==> src/rtl/pc_pkg.sv <==
// pc_pkg: shared state encoding, default vectors and alignment helper for the PC generator.
package pc_pkg;

    typedef enum logic [1:0] {
        IDLE  = 2'd0,
        FETCH = 2'd1,
        HALT  = 2'd2
    } state_t;

    localparam logic [31:0] DEFAULT_RESET_VECTOR = 32'h0000_0000;
    localparam logic [31:0] DEFAULT_TRAP_VECTOR  = 32'h0000_0100;

    // Clears the low log2(bytes) address bits; callers slice to their own width.
    function automatic logic [63:0] align_mask(input int unsigned bytes);
        return ~(64'(bytes) - 64'd1);
    endfunction

endpackage

==> src/rtl/redirect_arbiter.sv <==
// redirect_arbiter: fixed-priority (index 0 first) one-hot select of redirect channels and target mux.
module redirect_arbiter #(
    parameter int NUM_REDIRECT = 3,
    parameter int W            = 32
) (
    input  logic [NUM_REDIRECT-1:0]   i_valid,
    input  logic [NUM_REDIRECT*W-1:0] i_target,
    output logic                      o_any_valid,
    output logic [W-1:0]              o_sel_target
);

    logic [NUM_REDIRECT-1:0] w_onehot;

    // Isolate the lowest set bit so exactly one channel drives the mux.
    assign w_onehot    = i_valid & (~i_valid + NUM_REDIRECT'(1));
    assign o_any_valid = |i_valid;

    always_comb begin
        o_sel_target = '0;
        for (int i = 0; i < NUM_REDIRECT; i++)
            o_sel_target = o_sel_target | ({W{w_onehot[i]}} & i_target[i*W +: W]);
    end

endmodule

==> src/rtl/pc_gen_unit.sv <==
// pc_gen_unit: IF-stage program counter with trap, prioritised redirects, req/gnt fetch and halt/resume.
module pc_gen_unit
    import pc_pkg::*;
#(
    parameter int                         INST_ADDR_WIDTH = 32,
    parameter int                         NUM_REDIRECT    = 3,
    parameter logic [INST_ADDR_WIDTH-1:0] RESET_VECTOR    = DEFAULT_RESET_VECTOR,
    parameter logic [INST_ADDR_WIDTH-1:0] TRAP_VECTOR     = DEFAULT_TRAP_VECTOR,
    parameter int                         INST_BYTES      = 4
) (
    input  logic                                    clk,
    input  logic                                    rst_n,
    input  logic                                    start,
    input  logic                                    stall_PC,
    input  logic                                    trap_req,
    input  logic [NUM_REDIRECT-1:0]                 redirect_valid,
    input  logic [NUM_REDIRECT*INST_ADDR_WIDTH-1:0] redirect_target,
    input  logic                                    inst_gnt,
    output logic                                    inst_req,
    output logic                                    inst_we_core2mem,
    output logic [INST_ADDR_WIDTH-1:0]              PC,
    output logic [INST_ADDR_WIDTH-1:0]              pre_PC,
    output logic [INST_ADDR_WIDTH-1:0]              trap_epc,
    output logic                                    redirected,
    output logic                                    cpu_halted
);

    localparam int                         W       = INST_ADDR_WIDTH;
    localparam logic [63:0]                MASK64  = align_mask(INST_BYTES);
    localparam logic [W-1:0]               MASK    = MASK64[W-1:0];
    localparam logic [W-1:0]               TRAP_PC = TRAP_VECTOR & MASK;
    localparam logic [W-1:0]               STEP    = W'(INST_BYTES);

    state_t         r_state, w_next_state;
    logic [W-1:0]   r_pc, r_pre_pc, r_trap_epc, w_pc_next, w_sel_target;
    logic           r_redirected, w_redir_next, w_pc_we, w_trap, w_any_valid;

    redirect_arbiter #(.NUM_REDIRECT(NUM_REDIRECT), .W(W)) u_arb (
        .i_valid      (redirect_valid),
        .i_target     (redirect_target),
        .o_any_valid  (w_any_valid),
        .o_sel_target (w_sel_target)
    );

    always_ff @(posedge clk or negedge rst_n)
        if (!rst_n) r_state <= IDLE;
        else        r_state <= w_next_state;

    // Leaving HALT goes straight to FETCH so the held PC is resumed, not reloaded.
    always_comb begin
        w_next_state = start ? FETCH : (r_state == FETCH ? HALT : r_state);
        w_pc_next    = r_pc;
        w_pc_we      = 1'b0;
        w_redir_next = 1'b0;
        w_trap       = 1'b0;
        if (r_state == FETCH) begin
            if (trap_req) begin
                w_pc_next    = TRAP_PC;
                w_pc_we      = 1'b1;
                w_redir_next = 1'b1;
                w_trap       = 1'b1;
            end else if (!stall_PC) begin
                if (w_any_valid) begin
                    w_pc_next    = w_sel_target & MASK;
                    w_pc_we      = 1'b1;
                    w_redir_next = 1'b1;
                end else if (inst_gnt) begin
                    w_pc_next = r_pc + STEP;
                    w_pc_we   = 1'b1;
                end
            end
        end
    end

    always_ff @(posedge clk or negedge rst_n) begin
        if (!rst_n) begin
            r_pc         <= RESET_VECTOR;
            r_pre_pc     <= RESET_VECTOR;
            r_trap_epc   <= '0;
            r_redirected <= 1'b0;
        end else begin
            r_redirected <= w_redir_next;
            if (w_pc_we) begin
                r_pc     <= w_pc_next;
                r_pre_pc <= r_pc;
            end
            if (w_trap) r_trap_epc <= r_pc;
        end
    end

    assign inst_req         = (r_state == FETCH) && !stall_PC;
    assign inst_we_core2mem = 1'b0;
    assign PC               = r_pc;
    assign pre_PC           = r_pre_pc;
    assign trap_epc         = r_trap_epc;
    assign redirected       = r_redirected;
    assign cpu_halted       = (r_state == HALT);

endmodule

==> config.mk <==
export PLATFORM = sky130hd
export DESIGN_NAME = pc_gen_unit
export DESIGN_NICKNAME = d
export VERILOG_FILES = /design/src/rtl/pc_pkg.sv /design/src/rtl/redirect_arbiter.sv /design/src/rtl/pc_gen_unit.sv
export SDC_FILE = /design/constraint.sdc
export NUM_CORES = 1
export LEC_CHECK = 0
export CORE_ASPECT_RATIO = 0.75
export CORE_MARGIN = 10
export CORE_UTILIZATION = 58
export CTS_CLUSTER_SIZE = 12
export DETAILED_ROUTE_END_ITERATION = 16
export DONT_BUFFER_PORTS = 1
export PLACE_DENSITY = 0.74
export SLEW_MARGIN = 15
export SYNTH_ARGS = -nofsm -noshare
export SYNTH_HDL_FRONTEND = slang
export SYNTH_SLANG_ARGS = --single-unit
==> constraint.sdc <==
create_clock -name clk -period 5.4 [get_ports clk]
set_input_delay 0.54 -clock clk [delete_from_list [all_inputs] [get_ports clk]]
set_output_delay 0.54 -clock clk [all_outputs]
set_load 0.1 [all_outputs]
== Word level (Yosys, flattened, before mapping) ==
Index checks and enable logic that the tools add are counted.
Word-level totals
  input bits: 105
  logic and storage cells: 40
  register bits: 99
  output and inout port bits: 100
Cells by class
  mux-type cells: 17
  reduce and logical (&&, ||, !) cells: 6
  equal/unequal tests: 3
  bitwise gates (word level): 7
  $add $sub $neg: 2
Operator list (number)
  32-bit two-way mux: 4
  32-bit bitwise AND: 3
  32-bit OR: 2
  32-bit by 3-bit adder with 32-bit output (second input constant): 1
  1-bit two-way mux: 11
  2-bit two-way mux: 2
  4-bit AND reduction: 1
  3-bit by 1-bit adder with 3-bit output (second input constant): 1
  3-bit bitwise AND: 1
  3-bit NOT: 1
  3-bit nonzero test: 1
  3-bit OR reduction: 1
  2-bit by 1-bit equality test with 1-bit output (second input constant): 1
  2-bit equality test (second input constant): 1
  2-bit by 1-bit != test with 1-bit output (second input constant): 1
  2-bit nonzero test: 1
  1-bit logical AND: 1
  1-bit zero test: 1

== Longest topological paths before layout ==
  depth in word-level cells: 9
  depth in mapped cells: 8
  mapped depth without buffers: 6

== Modules after synthesis ==
From an unflattened synthesis, not the netlist that was laid out.
Unflattened totals
  cells, all modules: 602
  area, all modules: 5315.1 sq um
Modules (own cells, without submodules)
  pc_gen_unit: cells each 455, sequential area each 2327.2 sq um, times used 1, area an instance 4401.7 sq um
  redirect_arbiter: cells each 147, sequential area each 0.0 sq um, times used 1, area an instance 913.4 sq um

== Worst setup path after synthesis ==
OpenSTA, ideal clock, no wires.
  path type: flip-flop to flip-flop
  from: register r_pc[10] (netlist: PC[10])
  to: register r_pc[22] (netlist: PC[22])
  clock period less this slack: 2757 ps
  required time: 5333 ps
  path slack: 2643 ps
  data arrival time: 2690 ps
  path buffers: 2
  stages on the path, launching flop included: 8
  cell sequence: dfrtp_1 > buf_2 > nand4_2 > or3_1 > buf_2 > or4_4 > a211oi_2 > a21o_1
Between the ends
  cells in the longest elaborated chain, start to end: 5
RTL lines
  from (decl): RTL line pc_gen_unit.sv:35  | logic [W-1:0] r_pc, r_pre_pc, r_trap_epc, w_pc_next, w_sel_target;
  from (signal assigned): RTL line pc_gen_unit.sv:84  | r_pc <= w_pc_next;
  32-bit by 3-bit adder with 32-bit output: RTL line pc_gen_unit.sv:68  | w_pc_next = r_pc + STEP;
  32-bit two-way mux: RTL line pc_gen_unit.sv:67  | end else if (inst_gnt) begin
  32-bit two-way mux: RTL line pc_gen_unit.sv:63  | if (w_any_valid) begin
  32-bit two-way mux: RTL line pc_gen_unit.sv:62  | end else if (!stall_PC) begin
  32-bit two-way mux: RTL line pc_gen_unit.sv:57  | if (trap_req) begin
Every way passes these cells. The select of a mux whose other input is x is not followed.
A chain may end at the register's enable or synchronous reset.

== Worst setup path after layout ==
  from: register r_pc[8] (netlist: PC[8])
  to: register r_pc[29] (netlist: PC[29])
The elaborated chain is that of the path after synthesis.

==> flow_metrics.env <==
export IMPL_layout_setup_ws_ns=2.27
export IMPL_max_cap_violations=0
export IMPL_vias=4350
export IMPL_synthCells=551
export IMPL_fin_area_sq_um=5280
export IMPL_die_y_um=99.5
export IMPL_grt_pass1_wl_um=24100
export IMPL_drive_gt1_share_pct=11.4
export IMPL_synth_edff_count=0
export IMPL_layout_nets=636
export IMPL_die_area_sq_um=12500
export IMPL_clk_pin_slew_ns=0.07
export IMPL_hold_ws_ns=0.117
export IMPL_hold_path_class="input pin to async pin"
export IMPL_clockRootBuffer="clkbuf_16"
export IMPL_tns_ns=0
export IMPL_powerDensity_nw_per_um2=545
export IMPL_core_area_sq_um=8060
export IMPL_avgRoutedWirePerCell_um=24.4
export IMPL_area_delta_synth_final_pct=7.98
export IMPL_vdd_drop_max_uv=344
export IMPL_tightest_slew_ns=1.21
export IMPL_yosys_top_cells_count="nand2_1, dfrtp_1, o21ai_0, clkbuf_1, a21oi_1"
export IMPL_period_share_pct=58.0
export IMPL_post_cts_buffers=0
export IMPL_multiInputGateArea_sq_um=2350
export IMPL_ys_async_sr_fraction_pct=100
export IMPL_h_tree_depth=3
export IMPL_diodes=0
export IMPL_cts_resized=0
export IMPL_clock_latency_ns=0.34
export IMPL_rr_endpoint="PC[29]"
export IMPL_yosysMostFrequentCell="nand2_1"
export IMPL_grt_start_max_net_pins=94
export IMPL_worst_path_max_fanout=8
export IMPL_grt_pass1_vias=4195
export IMPL_slew_viol_final=0
export IMPL_cts_hold_buf=1
export IMPL_n_fill_cell=670
export IMPL_rsz0062_at_grt="no"
export IMPL_drc_errors=0
export IMPL_ant_nets=0
export IMPL_clockBufferDepth=2
export IMPL_leakage_nw=2.35
export IMPL_track_usage_pct=23.5
export IMPL_synth_area_leaders="dfrtp_1, nand2_1, mux2_2"
export IMPL_end_kind="flop"
export IMPL_outcome="finished, final reports clean"
export IMPL_fp_dieW_um=126
export IMPL_reg2reg_slack_ns=2.27
export IMPL_firstDrtPassIters=6
export IMPL_cts_tree="built"
export IMPL_place_ws_ns=2.31
export IMPL_register_area_sq_um=2330
export IMPL_cts_buffers=9
export IMPL_syn_mean_instance_area_sq_um=8.88
export IMPL_endpoint="PC[29]"
export IMPL_cts_sinks=93
export IMPL_layout_min_cycle_time_ns=3.13
export IMPL_ios=205
export IMPL_synthesis_area_sq_um=4890
export IMPL_fin_worst_skew_ns=0.00663
export IMPL_vias_per_cell=6.80
export IMPL_max_freq_mhz=319
export IMPL_rows=28
export IMPL_yosys_warnings=0
export IMPL_arrival_ns=3.36
export IMPL_hold_violations=0
export IMPL_crit_start="PC[8]"
export IMPL_grt_overflow_total=0
export IMPL_ys_seq_area_share_pct=47.6
export IMPL_reg2reg_from="PC[8]"
export IMPL_finish_utilization_pct=65.6
export IMPL_grt_antenna_before_repair=0
export IMPL_first_iter_violations=480
export IMPL_placed_cell_area_sq_um=4910
export IMPL_synthFlopType="dfrtp_1"
export IMPL_dp_hpwl_um=11000
export IMPL_finalSetupViolations=0
export IMPL_io_buffers=0
export IMPL_yosysTopAreaCell="dfrtp_1"
export IMPL_synth_top_area_share_pct=47.6
export IMPL_synth_distinct_cells=56
export IMPL_initial_utilization_pct=60.7
export IMPL_place_congestion=0.811
export IMPL_drt_total_wl_um=15600
export IMPL_start_kind="flop"
export IMPL_relSlewSlack_pct=19.3
export IMPL_crit_type="flop to flop"
export IMPL_required_ns=5.62
export IMPL_synth_seq_cells=93
export IMPL_reg2regPathDepth=5
metal layers:
metal	track usage [%]	share of wire, %	vias up	wire length, um
met5	0	0	-	0
met4	5.59	1.5	0	231
met3	9.97	12	25	1900
met2	37.3	47	227	7380
met1	29.0	39	2174	6080
li1	-	-	1924	-
state kept, by name, summed over array words and instances, names as in the netlist:
| signal | count |
|---|---|
| r_state | 2 |
| redirected | 1 |
| trap_epc | 30 |
| PC | 30 |
| pre_PC | 30 |
metrics by stage:
step,power (mW),instances
floorplan,2.06,557
global placement,2.14,623
detailed placement,2.16,623
CTS,2.89,640
global route,2.98,640
finish,2.88,640
area by class of cell:
| type | count | area share (%) |
|---|---|---|
| repair buffers | 9 | 1.66 |
| multi-input cells | 406 | 44.6 |
| clock inverters | 4 | 1.80 |
| well taps | 105 | 2.49 |
| inverters | 11 | 0.781 |
| clock buffers | 12 | 4.66 |
| flip-flops and latches | 93 | 44.0 |
power breakdown:
group	internal (mW)	switching [mW]	leakage [nW]	total [mW]
sequential	0.797	1.04	1.21	1.84
combinational	0.117	0.203	0.969	0.320
clock	0.465	0.258	0.167	0.723
cell usage in the layout, fill, tap and decap left out, types with 7 or more instances in the layout:
cell type	instances
nand2_1	129
dfrtp_1	93
o21ai_0	41
a21oi_1	25
mux2_2	23
nor2_1	18
o22ai_1	18
nand3_1	15
nor3_1	11
inv_1	10
and3_1	9
o221ai_1	9
clkbuf_16	9
nand4_1	8
buf_4	8
o21a_1	7
conb_1	7
worst min-delay path by stage:
stage,end,depth (start not counted),from
after detailed placement,pre_PC[18],0,rst_n
after global routing,trap_epc[19],1,rst_n
final,trap_epc[19],1,rst_n
after floorplan,PC[10],0,rst_n
after global placement,pre_PC[18],0,rst_n
after CTS,pre_PC[18],1,rst_n
cells by family after synthesis:
group / after synthesis / synth area share (%)
and+or+nand+nor: 215 / 19.8
muxes: 26 / 5.91
other: 1 / 0.0766
buffers and inverters: 58 / 5.19
AOI/OAI and AO/OA: 157 / 21.2
DFF: 93 / 47.6
adders and majority gates: 1 / 0.256
worst max-delay path: stages, from the launching register on:
cell	delay, ns
dfrtp_1	1.03
nand3_1	0.41
nor3_1	0.88
and3_1	0.30
o31ai_1	0.08
a211o_1	0.31
No activity file was read; power rests on OpenSTA's default activity.
